===== src/rtl/btn_debounce_clr.sv =====
// Push-button debouncer that turns each accepted press into a one-cycle
// active-low synchronous clear for the downstream counter stage. It also
// exports the debounced level and press/release strobes.
//
// state       | meaning
// ------------+--------------------------------------------------------
// RELEASED    | debounced level is 0, waiting for a synced 1
// CHK_PRESS   | synced input is 1, counting stable samples before accept
// PRESSED     | debounced level is 1, waiting for a synced 0
// CHK_RELEASE | synced input is 0, counting stable samples before accept
module btn_debounce_clr #(
  parameter int CNT_BW        = 16,
  parameter int STABLE_CYCLES = 1000
) (
  input  logic clk_i,
  input  logic rst_i,
  input  logic btn_i,
  output logic btn_level_o,
  output logic press_pulse_o,
  output logic release_pulse_o,
  output logic nclr_o
);

  typedef enum logic [1:0] {
    RELEASED    = 2'd0,
    CHK_PRESS   = 2'd1,
    PRESSED     = 2'd2,
    CHK_RELEASE = 2'd3
  } state_t;

  // Terminal count; STABLE_CYCLES == 2**CNT_BW maps onto the all-ones value.
  localparam logic [CNT_BW-1:0] CNT_LAST = CNT_BW'(STABLE_CYCLES - 1);

  logic              sync1_q;
  logic              sync2_q;
  state_t            state_q;
  state_t            state_d;
  logic [CNT_BW-1:0] cnt_q;
  logic [CNT_BW-1:0] cnt_d;
  logic              level_d;
  logic              press_d;
  logic              release_d;
  logic              nclr_d;

  // Two-flop synchroniser for the asynchronous button input.
  always_ff @(posedge clk_i or posedge rst_i) begin
    if (rst_i) begin
      sync1_q <= 1'b0;
      sync2_q <= 1'b0;
    end else begin
      sync1_q <= btn_i;
      sync2_q <= sync1_q;
    end
  end

  // State, stability counter and registered outputs.
  always_ff @(posedge clk_i or posedge rst_i) begin
    if (rst_i) begin
      state_q         <= RELEASED;
      cnt_q           <= '0;
      btn_level_o     <= 1'b0;
      press_pulse_o   <= 1'b0;
      release_pulse_o <= 1'b0;
      nclr_o          <= 1'b1;
    end else begin
      state_q         <= state_d;
      cnt_q           <= cnt_d;
      btn_level_o     <= level_d;
      press_pulse_o   <= press_d;
      release_pulse_o <= release_d;
      nclr_o          <= nclr_d;
    end
  end

  // Next-state logic; strobes default inactive so each lasts one cycle.
  always_comb begin
    state_d   = state_q;
    cnt_d     = cnt_q;
    level_d   = btn_level_o;
    press_d   = 1'b0;
    release_d = 1'b0;

    case (state_q)
      RELEASED: begin
        if (sync2_q) begin
          state_d = CHK_PRESS;
          cnt_d   = '0;
        end
      end

      CHK_PRESS: begin
        if (!sync2_q) begin
          state_d = RELEASED;
          cnt_d   = '0;
        end else if (cnt_q == CNT_LAST) begin
          state_d = PRESSED;
          level_d = 1'b1;
          press_d = 1'b1;
        end else begin
          cnt_d = cnt_q + CNT_BW'(1);
        end
      end

      PRESSED: begin
        if (!sync2_q) begin
          state_d = CHK_RELEASE;
          cnt_d   = '0;
        end
      end

      CHK_RELEASE: begin
        if (sync2_q) begin
          state_d = PRESSED;
          cnt_d   = '0;
        end else if (cnt_q == CNT_LAST) begin
          state_d   = RELEASED;
          level_d   = 1'b0;
          release_d = 1'b1;
        end else begin
          cnt_d = cnt_q + CNT_BW'(1);
        end
      end

      default: begin
        state_d = RELEASED;
        cnt_d   = '0;
      end
    endcase

    nclr_d = ~press_d;
  end

endmodule

===== config.mk =====
export PLATFORM = sky130hd
export DESIGN_NAME = btn_debounce_clr
export DESIGN_NICKNAME = d
export VERILOG_FILES = /design/src/rtl/btn_debounce_clr.sv
export SDC_FILE = /design/constraint.sdc
export NUM_CORES = 1
export LEC_CHECK = 0
export BUFFER_PORTS_ARGS = -buffer_cell sky130_fd_sc_hd__buf_4
export CORE_MARGIN = 5
export CORE_UTILIZATION = 58
export DETAILED_ROUTE_END_ITERATION = 6
export GPL_TIMING_DRIVEN = 0
export PLACE_DENSITY = 0.76
export SLEW_MARGIN = 20
export SYNTH_ARGS = -nofsm -noshare
export SYNTH_HDL_FRONTEND = slang
export SYNTH_SLANG_ARGS = --single-unit

===== constraint.sdc =====
create_clock -name clk_i -period 2.7 [get_ports clk_i]
set_input_delay 0 -clock clk_i [delete_from_list [all_inputs] [get_ports clk_i]]
set_output_delay 0 -clock clk_i [all_outputs]
set_load 0.02 [all_outputs]

# == Word level (Yosys, flattened, before mapping) ==
# Cells that the tools add are included.
# totals
register_bits,24
input_bits,3
out_inout_bits,4
# op_classes
n_addsub,1
eq_ne,12
muxes,23
n_bitwise,1
n_reduce_logical,5
# ops
cell,count
$mux W16,5
$pmux W16 S4,1
$add A16 B1 Y16 const B,1
$eq A16 B10 Y1 const B,1
$mux W2,6
$ne A2 B2 Y1 const B,6
$mux W1,9
$pmux W2 S4,1
$ne A3 B3 Y1 const B,2
$reduce_and A5 Y1,1
$eq A2 B2 Y1 const B,2
$reduce_and A4 Y1,1
$eq A2 B1 Y1 const B,1
$logic_not A2 Y1,1
$pmux W1 S2,1
$reduce_and A2 Y1,1
$reduce_bool A2 Y1,1
$not A1 Y1,1

# == Depth between registers and ports, before layout ==
# depth
ltp_word,5
mapped_depth,5
mapped_depth_nobuf,5

# == Least setup slack after synthesis ==
# No wires, ideal clock.
# synth_timing
path_type,reg-to-reg
start,reg cnt_q[0]
end,reg btn_level_o
t_arrival_ps,1824
t_required_ps,2568
slack_ps,744
stages_incl_launch_ff,6
period_less_slack_ps,1956
cell_sequence,dfrtp_1 ha_1 or4b_1 nor4_4 a21oi_1 or3b_1
# synth_via
elab_chain_cells,3
# synth_rtl
item,line_no,rtl
start: declaration,38,logic [CNT_BW-1:0] cnt_q;
start signal: assignment,67,cnt_q <= cnt_d;
$eq A16 B10 Y1 (*),"95, 115",
$ne A2 B2 Y1 (no line),-,
$reduce_and A5 Y1 (no line) (*),-,
end signal: assignment,68,btn_level_o <= level_d;
end: declaration,18,"output logic btn_level_o,"
# Every way passes the cells marked *; elsewhere a longest branch is shown, timed or not.
# A chain may end at the register's enable or synchronous reset.

==> flow_summary_export.csv <==
group,metric,value,unit
outcome,status,"complete, no violations",
finish,design_area,1380,sq um
synth,synth_flop_cell,"dfrtp_1",
setup_path,crit_start,"cnt_q[0]",
timing,setup_ws,0.519,ns
die,die_h,56.0,um
synth,synth_area_leaders,"dfrtp_1, o21ai_0, nand3_1, nand2_1, a21oi_1",
timing,hold_viol,0,
die,initial_utilization,61.9,%
synth,synthArstFlopShare,100,%
setup_path,cp-end-kind,"flop",
synth,synth_edf_count,0,
finish,area_growth,12.3,%
place,hpwlAfterDp,1840,um
timing,drv_slew,0,
finish,stdcell_count,165,
job,maxCapViolCount,0,
pwr,p_clk_share,31.6,%
cts,cts_setup_buffers,0,
hold_path,min_path_type,"in2reg",
timing,fin_hold_ws,0.309,ns
pwr,ir_drop,0.000423,V
pwr,p_leak,0.605,nW
pwr,power,0.847,mW
routing,first_pass_iters,4,
routing,finalWirelength,2600,um
synth,ys_seq_area_share,49.1,%
cts,max-clock-path-buffers,2,
cts,worstSkewPairLatency,0.33,ns
place,dp.cells,159,
synth,synth_warnings,0,
setup_path,path_max_fanout,6,
timing,fmax,458,MHz
cts,htree_levels,1,
finish,fin_nets,143,
routing,avgRoutedWirePerCell,15.8,um
global_route,top_usage_layer,"met2",
global_route,grt_pass1_vias,1056,
finish,utilization,69.5,%
setup_path,r2r_slack,0.52,ns
global_route,track_usage,18.6,%
synth,synth-seq-cells,24,
cts,cts.clk_slew.worst_paths,0.14,ns
cts,cts_buffers,3,
cts,cts_tree,"built",
timing,worst_pin_slew,0.886,ns
global_route,grt_max_degree,25,
place,postPlaceCellArea,1310,sq um
finish,drive_gt1_share,10.1,%
synth,syn_inst,126,
place,pre_cts_ws,0.559,ns
synth,synth_top_area_share,46.9,%
die,io_pins,7,
global_route,met1_usage,23.6,%
die,die_w,56.0,um
routing,drc,0,
pwr,combPwrFrac,21.1,%
setup_path,critPathRequiredTime,2.93,ns
global_route,grt_use_met2,30.9,%
synth,postSynthAreaPerCell,9.73,sq um
finish,filler_cell_count,161,
timing,relSlewSlack,40.9,%
setup_path,r2r_cells,5,
hold_path,hp-start,"btn_i",
routing,ant_nets,0,
global_route,globalRouteOverflowTotal,0,
pwr,p_per_area,615,nW/um^2
timing,finalSetupViolCount,0,
pwr,p_switching,0.259,mW
timing,final.min_clock_period,2.18,ns
synth,post-synth-top-area-cell,"dfrtp_1",
global_route,antenna_found_initial,0,
timing,fin_crit_sh,80.8,%
die,num_rows,16,
synth,synthDistinctLibCells,42,
synth,syn-num-nets,130,
die,core-area,1980,sq um
routing,drtIter0Drc,15,
global_route,grt_pass1_wl,4660,um
cts,root_buffer,"clkbuf_4",
global_route,grtUsageMet3,2.09,%
routing,viasPerCell,6.12,
setup_path,path_class,"reg2reg",
pwr,swShare,30.6,%
timing,worst_clock_skew,0.00316,ns
timing,rsz0062_at_grt,"false",
cts,clkSinkCount,24,
finish,diodes,0,
place,place_congestion,0.855,
place,io_buffers,6,
die,die-area,3130,sq um
setup_path,crit_arrival,2.41,ns
pwr,internal_power,0.588,mW
routing,vias,1010,
timing,tns,0,ns
synth,syn_area,1230,sq um
setup_path,cp-start-kind,"flop",
pwr,p_seq_share,47.3,%
setup_path,r2r-start,"cnt_q[0]",
-- cell usage after synthesis, types with 3 or more instances --
library cell	count
a21o_1	3
a21oi_1	6
clkbuf_1	3
dfrtp_1	23
inv_1	8
nand2_1	12
nand2b_1	3
nand3_1	9
nor2_1	6
nor4_1	4
o21ai_0	10
xor2_1	3
-- flip-flops by register name, summed over array words and instances, names as in the netlist, named ones only --
name and cells:
btn_level_o 1, release_pulse_o 1, press_pulse_o 1, nclr_o 1, sync1_q 1, sync2_q 1, state_q 1, cnt_q 16
-- layout make-up --
cell class	count	area [sq um]	area share, %
Buffer	3	11.3	0.817
Clock buffer	3	22.5	1.63
Clock inverter	1	30.0	2.18
Inverter	8	30.0	2.18
Multi-Input combinational cell	91	583	42.3
Sequential cell	24	602	43.7
Tap cell	27	33.8	2.45
Timing Repair Buffer	8	65.1	4.72
-- kinds of logic after synthesis --
family                     count (synthesis)  share of synthesized area, %
DFF                                       24                          49.1
muxes                                      2                          1.73
adders and majority gates                  1                          1.02
buffers and inverters                     11                          3.37
AOI/OAI and AO/OA                         31                          15.8
xor gates and xnor gates                   5                          3.57
and+or+nand+nor                           52                          25.4
-- worst min-delay path by stage --
stage / to / slack, ns / cells after the start
2_1_floorplan: async pin / 0.01 / 1
3_3_place_gp: sync1_q / 0.11 / 1
3_5_place_dp: sync1_q / 0.11 / 1
4_1_cts: sync1_q / 0.30 / 2
5_1_grt: sync1_q / 0.31 / 2
6_report: sync1_q / 0.31 / 2
-- critical path, stage by stage, from the launching register on --
cell and delay, ns:
dfrtp_1 0.43, ha_1 0.23, or4b_1 0.52, nor4_4 0.41
nand2_1 0.16, mux2_1 0.34
-- placed cells by master, fill, tap and decap left out, drive strengths merged, types with 2 or more instances in the layout --
| cell type | instances |
|---|---|
| or4b | 2 |
| o21ai | 10 |
| a21oi | 6 |
| nor4b | 2 |
| o22ai | 2 |
| nand2b | 3 |
| nor4 | 5 |
| a31oi | 2 |
| xnor2 | 2 |
| xor2 | 3 |
| inv | 8 |
| a21o | 3 |
| o31ai | 2 |
| nor2 | 6 |
| nand3 | 9 |
| clkbuf | 6 |
| nand2 | 12 |
| dlygate4sd3 | 2 |
| dfrtp | 23 |
| nor3 | 2 |
| buf | 6 |
-- routing by layer --
metal	vias to the layer above	routed length, um
li1	485	-
met4	0	54
met2	16	1300
met3	5	57
met1	504	1190
met5	-	0
-- power by group through the flow --
| stage | clock, mW | combinational, mW | sequential (mW) |
|---|---|---|---|
| floorplan | 0 | 0.130 | 0.404 |
| global placement | 0 | 0.165 | 0.407 |
| global route | 0.288 | 0.196 | 0.407 |
| CTS | 0.271 | 0.177 | 0.401 |
| finish | 0.268 | 0.178 | 0.401 |
| detailed placement | 0 | 0.173 | 0.408 |
-- what timing repair did --
action,CTS,global route
endpoints found under the hold margin,24,0
hold buffers,2,0
gates resized for setup,0,0
(Power assumes the default switching activity.)
